### src/rtl/rom_stream_reader.sv
// Sequencer for a synchronous lookup ROM: issues reads, absorbs the one-cycle
// read latency and streams the words out through a 4-entry FIFO with valid/ready/last.
module rom_stream_reader #(
    parameter int DATA_WIDTH = 9,
    parameter int ADDR_WIDTH = 3,
    parameter int DEPTH      = 5,
    parameter int CNT_WIDTH  = 8
) (
    input  logic                  clk,
    input  logic                  rst,
    input  logic                  start,
    input  logic [ADDR_WIDTH-1:0] start_addr,
    input  logic [CNT_WIDTH-1:0]  count,
    output logic                  busy,
    output logic                  done,
    output logic                  err,
    output logic                  rom_rd_en,
    output logic [ADDR_WIDTH-1:0] rom_addr,
    input  logic [DATA_WIDTH-1:0] rom_data,
    output logic [DATA_WIDTH-1:0] out_data,
    output logic                  out_valid,
    input  logic                  out_ready,
    output logic                  out_last
);

    typedef enum logic [1:0] {IDLE, READ, DRAIN, DONE} state_t;

    localparam logic [ADDR_WIDTH-1:0] LAST_ADDR = ADDR_WIDTH'(DEPTH - 1);

    state_t                state_q;
    logic                  busy_q, done_q, err_q;
    logic                  rom_rd_en_q;
    logic [ADDR_WIDTH-1:0] rom_addr_q;
    logic                  issue_last_q;
    logic                  ret_valid_q, ret_last_q;
    logic [ADDR_WIDTH-1:0] addr_q;
    logic [CNT_WIDTH-1:0]  remaining_q;

    logic [DATA_WIDTH-1:0] fifo_data_q [4];
    logic                  fifo_last_q [4];
    logic [1:0]            wr_ptr_q, rd_ptr_q;
    logic [2:0]            occ_q;

    logic                  push, pop, start_ok;
    logic [2:0]            occ_d;
    logic                  issue_d, issue_last_d;
    logic [ADDR_WIDTH-1:0] issue_addr_d, addr_d;
    logic [CNT_WIDTH-1:0]  issue_rem_d;

    // Reads are only issued if the FIFO can still hold them once everything
    // already in flight has landed, so the FIFO never overflows.
    always_comb begin
        push         = ret_valid_q;
        pop          = (occ_q != 3'd0) && out_ready;
        occ_d        = occ_q + {2'b00, push} - {2'b00, pop};
        start_ok     = (state_q == IDLE) && start && (start_addr <= LAST_ADDR) && (count != '0);
        issue_d      = start_ok || ((state_q == READ) && ((occ_d + {2'b00, rom_rd_en_q}) < 3'd4));
        issue_addr_d = start_ok ? start_addr : addr_q;
        issue_rem_d  = start_ok ? count : remaining_q;
        issue_last_d = (issue_rem_d == CNT_WIDTH'(1));
        addr_d       = (issue_addr_d == LAST_ADDR) ? '0 : issue_addr_d + 1'b1;
    end

    always_ff @(posedge clk) begin
        if (rst) begin
            state_q      <= IDLE;
            busy_q       <= 1'b0;
            done_q       <= 1'b0;
            err_q        <= 1'b0;
            rom_rd_en_q  <= 1'b0;
            rom_addr_q   <= '0;
            issue_last_q <= 1'b0;
            ret_valid_q  <= 1'b0;
            ret_last_q   <= 1'b0;
            addr_q       <= '0;
            remaining_q  <= '0;
            wr_ptr_q     <= '0;
            rd_ptr_q     <= '0;
            occ_q        <= '0;
        end else begin
            done_q       <= 1'b0;
            err_q        <= 1'b0;
            rom_rd_en_q  <= issue_d;
            issue_last_q <= issue_d && issue_last_d;
            ret_valid_q  <= rom_rd_en_q;
            ret_last_q   <= issue_last_q;
            occ_q        <= occ_d;
            if (push) wr_ptr_q <= wr_ptr_q + 2'd1;
            if (pop)  rd_ptr_q <= rd_ptr_q + 2'd1;
            if (issue_d) begin
                rom_addr_q  <= issue_addr_d;
                addr_q      <= addr_d;
                remaining_q <= issue_rem_d - 1'b1;
            end

            case (state_q)
                IDLE: begin
                    if (start) begin
                        if (start_addr > LAST_ADDR) begin
                            err_q <= 1'b1;
                        end else if (count == '0) begin
                            state_q <= DONE;
                            done_q  <= 1'b1;
                            busy_q  <= 1'b1;
                        end else begin
                            state_q <= issue_last_d ? DRAIN : READ;
                            busy_q  <= 1'b1;
                        end
                    end
                end
                READ: begin
                    if (issue_d && issue_last_d) state_q <= DRAIN;
                end
                DRAIN: begin
                    if (!rom_rd_en_q && !ret_valid_q && (occ_d == 3'd0)) begin
                        state_q <= DONE;
                        done_q  <= 1'b1;
                    end
                end
                DONE: begin
                    state_q <= IDLE;
                    busy_q  <= 1'b0;
                end
                default: state_q <= IDLE;
            endcase
        end
    end

    // NOTE: FIFO storage has no reset; empty entries are never visible because
    // out_data is forced to 0 while the FIFO is empty.
    always_ff @(posedge clk) begin
        if (push) begin
            fifo_data_q[wr_ptr_q] <= rom_data;
            fifo_last_q[wr_ptr_q] <= ret_last_q;
        end
    end

    assign busy      = busy_q;
    assign done      = done_q;
    assign err       = err_q;
    assign rom_rd_en = rom_rd_en_q;
    assign rom_addr  = rom_addr_q;
    assign out_valid = (occ_q != 3'd0);
    assign out_data  = out_valid ? fifo_data_q[rd_ptr_q] : '0;
    assign out_last  = out_valid && fifo_last_q[rd_ptr_q];

endmodule

### config.mk
export PLATFORM = sky130hd
export DESIGN_NAME = rom_stream_reader
export DESIGN_NICKNAME = d
export VERILOG_FILES = /design/src/rtl/rom_stream_reader.sv
export SDC_FILE = /design/constraint.sdc
export NUM_CORES = 1
export LEC_CHECK = 0
export BUFFER_PORTS_ARGS = -buffer_cell sky130_fd_sc_hd__buf_2
export CORE_ASPECT_RATIO = 1.25
export CORE_MARGIN = 4
export CORE_UTILIZATION = 52
export CTS_CLUSTER_DIAMETER = 80
export DETAILED_ROUTE_END_ITERATION = 16
export HOLD_SLACK_MARGIN = 0.02
export PLACE_DENSITY = 0.75
export SETUP_SLACK_MARGIN = 0.1
export SLEW_MARGIN = 40
export SYNTH_ARGS = -nofsm -noshare
export SYNTH_HDL_FRONTEND = slang
export SYNTH_SLANG_ARGS = --single-unit
### constraint.sdc
create_clock -name clk -period 2.93 [get_ports clk]
set_input_delay 0.293 -clock clk [delete_from_list [all_inputs] [get_ports clk]]
set_output_delay 0.293 -clock clk [all_outputs]
set_load 0.02 [all_outputs]
* Yosys cells after proc, flatten, opt, wreduce, memory -nomap -nowiden
Memory sizes are Yosys's and may differ from the RTL's. A register that Yosys moved wholly into a read port is not among the register bits.
Cells that the tools add are included.
** Storage, ports and cells
- Register bits :: 30
- Latch bits :: 0
- Output and inout port bits :: 18
- Memory bits (writable) :: 40
- Input bits :: 24
- Memories :: 2
- Logic and storage cells :: 84
- ROM bits :: 0
** Memory list
- fifo_data_q :: words 4, bits a word 9, rd ports 1, clocked after memory_dff 1, wr ports 1, RTL line 39 : logic [DATA_WIDTH-1:0] fifo_data_q [4];
- fifo_last_q :: words 4, bits a word 1, rd ports 1, clocked after memory_dff 1, wr ports 1, RTL line 40 : logic fifo_last_q [4];
** Operators by class
- Bitwise gates (word level) :: 2
- Multipliers :: 0
- Reduce and logical (&&, ||, !) cells :: 21
- Equal/unequal tests :: 9
- Divide/modulo/power cells :: 0
- Magnitude comparators :: 3
- Mux-type cells :: 26
- Shifts and indexed selects :: 0
- Add/subtract/negate cells :: 7
** Operators by type and width (number)
- $mux W2 :: 10
- $logic_and A1 B1 Y1 :: 9
- $mux W1 :: 9
- $mux W9 :: 1
- $eq A8 B1 Y1 const B :: 1
- $logic_not A8 Y1 :: 1
- $mux W8 :: 1
- $pmux W2 S4 :: 1
- $reduce_bool A8 Y1 :: 1
- $sub A8 B1 Y8 const B :: 1
- $add A3 B1 Y3 :: 2
- $mux W3 :: 2
- $ne A2 B2 Y1 const B :: 3
- $add A2 B1 Y2 const B :: 2
- $eq A2 B2 Y1 const B :: 2
- $pmux W1 S2 :: 2
- $reduce_and A4 Y1 :: 1
- $add A3 B1 Y3 const B :: 1
- $eq A3 B3 Y1 const B :: 1
- $gt A3 B3 Y1 const B :: 1
- $le A3 B3 Y1 const B :: 1
- $logic_not A3 Y1 :: 1
- $lt A3 B3 Y1 const B :: 1
- $reduce_and A3 Y1 :: 1
- other kinds (10) :: 12

* Depth between registers and ports, before layout
- Depth in word-level cells :: 11
- Mapped depth :: 14

* Least setup slack after synthesis
Ideal clock, no wire load.
- Path kind :: reg2reg
- Start :: register occ_q[1]
- End :: register state_q[0]
- Cell stages (with the launch flop) :: 14
- Arrival :: 3087 ps
- Setup time :: 74 ps
- Path buffers :: 0
- Slack :: -232 ps
- Cells stage by stage :: dfxtp_1 -> or3_1 -> and2_1 -> ha_1 -> inv_1 -> ha_1 -> inv_1 -> fa_1 -> nor4b_1 -> nand2_1 -> a22o_1 -> o21bai_1 -> or3_1 -> a31oi_1
** On the way
- Word-level cells in the longest chain between the ends :: 10
- Elaborated cells between the ends (all ways) :: 14
- Those cells by class :: add/sub (3); order compare (1); eq/ne (2); reduce/logical (8)
** RTL lines
- start: declaration :: RTL line 42 : logic [2:0] occ_q;
- start signal: assignment :: RTL line 79 : occ_q <= '0;
- start signal: assignment :: RTL line 87 : occ_q <= occ_d;
- $reduce_bool A3 Y1 * :: RTL line 54 : pop = (occ_q != 3'd0) && out_ready;
- $logic_and A1 B1 Y1 * :: RTL line 54
- named net pop :: RTL line 44 : logic push, pop, start_ok;
- $sub A3 B1 Y3 * :: RTL line 55 : occ_d = occ_q + {2'b00, push} - {2'b00, pop};
- $add A3 B1 Y3 :: RTL line 57 : issue_d = start_ok || ((state_q == READ) && ((occ_d + {2'b00, rom_rd_en_q}) < 3'd4));
- $lt A3 B3 Y1 :: RTL line 57
- $logic_and A1 B1 Y1 :: RTL line 57
- $logic_or A1 B1 Y1 :: RTL line 57
- $logic_and A1 B1 Y1 :: RTL line 112 : if (issue_d && issue_last_d) state_q <= DRAIN;
- $ne A2 B1 Y1 (no line)
- $reduce_and A4 Y1 (no line) *
- end signal: assignment :: RTL line 106 : state_q <= issue_last_d ? DRAIN : READ;
- end: declaration :: RTL line 30 : state_t state_q;
Mark *: on every way through the listed nets, which the timed path passes. The rest lies on a longest branch.
A chain may end at the register's enable or synchronous reset.

* Final worst setup path
- Start :: register occ_q[0]
- End :: register remaining_q[2]
** On the way
- Word-level cells in the longest chain between the ends :: 7
- Elaborated cells between the ends (all ways) :: 8
- Those cells by class :: add/sub (3); order compare (1); reduce/logical (4)
** RTL lines
- $reduce_bool A3 Y1 :: RTL line 54
- $logic_and A1 B1 Y1 :: RTL line 54
- named net pop :: RTL line 44
- $sub A3 B1 Y3 :: RTL line 55
- $add A3 B1 Y3 :: RTL line 57
- $lt A3 B3 Y1 :: RTL line 57
- $logic_and A1 B1 Y1 :: RTL line 57
- $logic_or A1 B1 Y1 :: RTL line 57
- end signal: assignment :: RTL line 93 : remaining_q <= issue_rem_d - 1'b1;
- end: declaration :: RTL line 37 : logic [CNT_WIDTH-1:0] remaining_q;
The timed path passes the listed nets, and every way through them passes these cells.

==> tab_implementation.tex <==
\begin{tabular}{lr}
\hline
Metric & Value \\
\hline
\multicolumn{2}{l}{\textbf{Floorplan}} \\
Area inside the core boundary & 0.00629 mm² \\
Number of top-level pins & 42 \\
Initial standard-cell utilization of the core & 54.7\% \\
Chip Height & 98.9 µm \\
Die ar. & 0.00799 mm² \\
Overall die width & 80.8 µm \\
Standard-cell rows & 32 \\
\multicolumn{2}{l}{\textbf{Critical path}} \\
Worst Path Arrival & 3460 ps \\
Setup crit start kind & register \\
Start of the worst register-to-register path & occ\_q[0] \\
Worst EP required & 3200 ps \\
CP Launch Point & occ\_q[0] \\
Start-to-end type of the worst setup path & reg2reg \\
Maximum fanout along the worst path & 4 \\
Reg-to-reg setup timing slack & -260 ps \\
Critical path capture point type & register \\
\multicolumn{2}{l}{\textbf{STA}} \\
RSZ-0062 raised after global routing & true \\
Final setup viols & 18 \\
Relative max-transition margin & 54.3\% \\
Fmax & 0.314 GHz \\
Post-layout worst setup margin & -257 ps \\
Slew Limit Fails & 0 \\
Post-layout min period & 3190 ps \\
Final setup skew & 8.13 ps \\
Slew of the pin with the lowest slew margin & 684 ps \\
Post-route fraction of the period consumed by the critical path & 109\% \\
Hold Fails Final Rpt & 0 \\
\multicolumn{2}{l}{\textbf{Yosys}} \\
Netlist area before placement & 0.00344 mm² \\
Number of warnings reported in the yosys synthesis log & 0 \\
Most used flip-flop cell after synthesis & sky130\_fd\_sc\_hd\_\_edfxtp\_1 \\
Number of synthesized flops with an enable pin & 40 \\
Leading area contributor after synthesis & sky130\_fd\_sc\_hd\_\_edfxtp\_1 \\
Sequential-to-total area share from yosys stat & 53.5\% \\
Proportion of netlist area held by the largest area contributor & 34.9\% \\
Gate count after technology mapping & 285 \\
\#FFs+latches synth & 72 \\
Largest cells by area after synthesis & sky130\_fd\_sc\_hd\_\_edfxtp\_1 35\%, sky130\_fd\_sc\_hd\_\_dfxtp\_1 19\%, sky130\_fd\_sc\_hd\_\_mux4\_2 6.5\% \\
Mean instance size in the synthesized netlist & 12.1 µm² \\
Distinct cell type count of the synthesized netlist & 56 \\
Async SR Flop Fraction & 0\% \\
Number of nets in the synthesized netlist & 325 \\
\multicolumn{2}{l}{\textbf{Global route}} \\
Via count of the first global-routing pass & 2402 \\
Global Route Usage Sum & 19.1\% \\
Pin count of the biggest net entering global routing & 37 \\
Antenna violations before repair & 1 \\
Congestion Overflow GR & 0 \\
Global-route wire length before repair & 11400 µm \\
\multicolumn{2}{l}{\textbf{Outcome}} \\
Violations in the final reports & negative setup slack \\
Result of the run & complete, but fails checks \\
\multicolumn{2}{l}{\textbf{Drt}} \\
Violation count after the first detailed-routing iteration & 93 \\
Antenna viol nets, final & 0 \\
Residual DRC count & 0 \\
Vias & 2438 \\
Final routed wire length divided by cell count & 16.5 µm \\
Average vias per placed instance & 5.58 \\
First-pass iteration count of the detailed router & 4 \\
Total Wirelength & 7210 µm \\
\multicolumn{2}{l}{\textbf{Placed design}} \\
GPL Wtd Cong & 0.837 \\
Buffers added on ports & 41 \\
DPL Wire Length & 4930 µm \\
Placement-stage worst setup slack & -148 ps \\
\multicolumn{2}{l}{\textbf{Final layout}} \\
Most frequent cells in the layout & 41 x sky130\_fd\_sc\_hd\_\_buf\_2, 40 x sky130\_fd\_sc\_hd\_\_edfxtp\_1, 30 x sky130\_fd\_sc\_hd\_\_dfxtp\_1 \\
Share of cells above drive strength 1 & 34.9\% \\
Area grow syn2layout & 24.7\% \\
Most frequent standard cell in the layout excluding fill and tap cells & sky130\_fd\_sc\_hd\_\_buf\_2 \\
Number of antenna cells inserted & 0 \\
Final layout net count & 387 \\
\multicolumn{2}{l}{\textbf{Clocking}} \\
Cell chosen for the clock root & sky130\_fd\_sc\_hd\_\_clkbuf\_8 \\
Total clock sinks & 72 \\
Number of buffers inserted during clock tree synthesis & 9 \\
TritonCTS clock tree & built \\
CTS max path bufs & 2 \\
Clock transition at path regs & 80 ps \\
Total number of H-tree levels & 3 \\
Clk\_lat worst skew & 350 ps \\
\multicolumn{2}{l}{\textbf{Power}} \\
Leakage & 1.64 nW \\
Power density relative to cell area & 1010 mW/mm² \\
Power consumption & 0.00433 W \\
Worst VDD drop & 0.000573 V \\
\multicolumn{2}{l}{\textbf{Job}} \\
Number of violations of the max-capacitance limit & 0 \\
\multicolumn{2}{l}{\textbf{Worst hold path}} \\
Type of the tightest min-delay check & in2reg \\
Worst Hold Launch & rom\_data[0] \\
\hline
\end{tabular}
-- area by class of cell --
class                           instances  area, µm²
Sequential cell                        72       1840
Multi-Input combinational cell        192       1680
Fill cell                             466       2000
Clock inverter                          7        103
Clock buffer                            9        124
Tap cell                               85        106
Timing Repair Buffer                   61        393
Inverter                               11       43.8
-- routing by layer --
metal	share of wire, %	vias to the layer above	track usage (%)	wire length, µm
li1	-	1178	-	-
met1	39	1165	21.8	2780
met2	53	79	32.9	3820
met3	5.9	14	5.12	429
met4	2.3	2	8.84	165
met5	0.21	-	0	15
-- worst paths after layout --
kind | endpoint | depth (start not counted)
hold / removal | fifo_data_q[2][0] | 1
hold reg to reg | ret_last_q | 1
setup / recovery | remaining_q[2] | 14
setup reg to reg | remaining_q[2] | 14
-- cells by family (layout without fill, tap and decap cells) --
| logic type | Yosys count | in the layout | share of synthesized area (%) |
|---|---|---|---|
| AND/OR/NAND/NOR | 101 | 101 | 15.3 |
| flip-flops | 72 | 72 | 53.5 |
| AO/OA/AOI/OAI | 44 | 44 | 9.35 |
| buffers and inverters | 21 | 88 | 2.55 |
| multiplexers | 20 | 20 | 9.82 |
| adder cells (fa/ha/maj) | 16 | 16 | 6.04 |
| XOR/XNOR | 11 | 11 | 3.45 |
-- report_power, final --
group,switching [W],leakage (nW),internal [W]
sequential,0.000160,0.630,0.00123
clock,0.000390,0.116,0.000491
combinational,0.00106,0.899,0.000992
-- stage by stage --
| stage | util [%] | cells | TNS (ps) | hold slack, ps | cell area (µm²) |
|---|---|---|---|---|---|
| after detailed placement | 61.9 | 416 | -1490 | 434 | 3890 |
| after global placement | 61.9 | 416 | -866 | 430 | 3890 |
| after global routing | 68.2 | 437 | -5270 | 148 | 4290 |
| final | 68.2 | 437 | -3270 | 155 | 4290 |
| after floorplan | - | 285 | -265 | 392 | 3500 |
| after CTS | 66.0 | 433 | -1690 | 138 | 4150 |
-- critical path, cell delays in order (launching register included) --
cell,delay [ps]
sky130_fd_sc_hd__dfxtp_2,320
sky130_fd_sc_hd__or3_4,380
sky130_fd_sc_hd__and2_4,160
sky130_fd_sc_hd__ha_4,260
sky130_fd_sc_hd__inv_2,40
sky130_fd_sc_hd__ha_4,150
sky130_fd_sc_hd__inv_4,50
sky130_fd_sc_hd__fa_1,450
sky130_fd_sc_hd__nand3b_1,290
sky130_fd_sc_hd__xnor2_4,330
sky130_fd_sc_hd__and2_4,230
sky130_fd_sc_hd__buf_4,120
sky130_fd_sc_hd__nand2_4,40
sky130_fd_sc_hd__xor2_2,140
sky130_fd_sc_hd__a211oi_2,170
-- cell usage after synthesis, types with 2 or more instances --
cell	instances
sky130_fd_sc_hd__inv_1	11
sky130_fd_sc_hd__o22ai_1	2
sky130_fd_sc_hd__nand3b_1	2
sky130_fd_sc_hd__nand3_1	5
sky130_fd_sc_hd__nand2_1	21
sky130_fd_sc_hd__buf_1	2
sky130_fd_sc_hd__or3_1	4
sky130_fd_sc_hd__nor2b_1	3
sky130_fd_sc_hd__nor4_1	4
sky130_fd_sc_hd__ha_1	15
sky130_fd_sc_hd__nor3_1	6
sky130_fd_sc_hd__o21ai_0	4
sky130_fd_sc_hd__nor2_2	2
sky130_fd_sc_hd__a21oi_1	6
sky130_fd_sc_hd__mux4_2	10
sky130_fd_sc_hd__a211oi_1	10
sky130_fd_sc_hd__mux2i_1	9
sky130_fd_sc_hd__nor3b_1	3
sky130_fd_sc_hd__nor2_1	28
sky130_fd_sc_hd__o31ai_1	4
sky130_fd_sc_hd__dfxtp_1	32
sky130_fd_sc_hd__edfxtp_1	40
sky130_fd_sc_hd__and2_1	17
sky130_fd_sc_hd__xor2_1	4
sky130_fd_sc_hd__xnor2_1	5
sky130_fd_sc_hd__clkbuf_1	6
-- flip-flops by register name, summed over array words and instances (netlist names), named ones only --
signal and flops:
addr_q 3, push 1, remaining_q 8, done 1, state_q 2, ret_last_q 1, issue_last_q 1, wr_ptr_q 2
fifo_last_q 4, rom_rd_en 1, busy 1, rom_addr 3, fifo_data_q 36, err 1, occ_q 3, rd_ptr_q 2
-- what timing repair did --
item / 4_1_cts / 5_1_grt
endpoints found under the setup margin: 18 / 18
resized for setup: 5 / 21
setup buffers: 1 / 3
gates cloned: 0 / 1
pin swaps: 4 / 15
hold buffers: 0 / 0
Note: power is estimated with default switching activity, not from simulation.
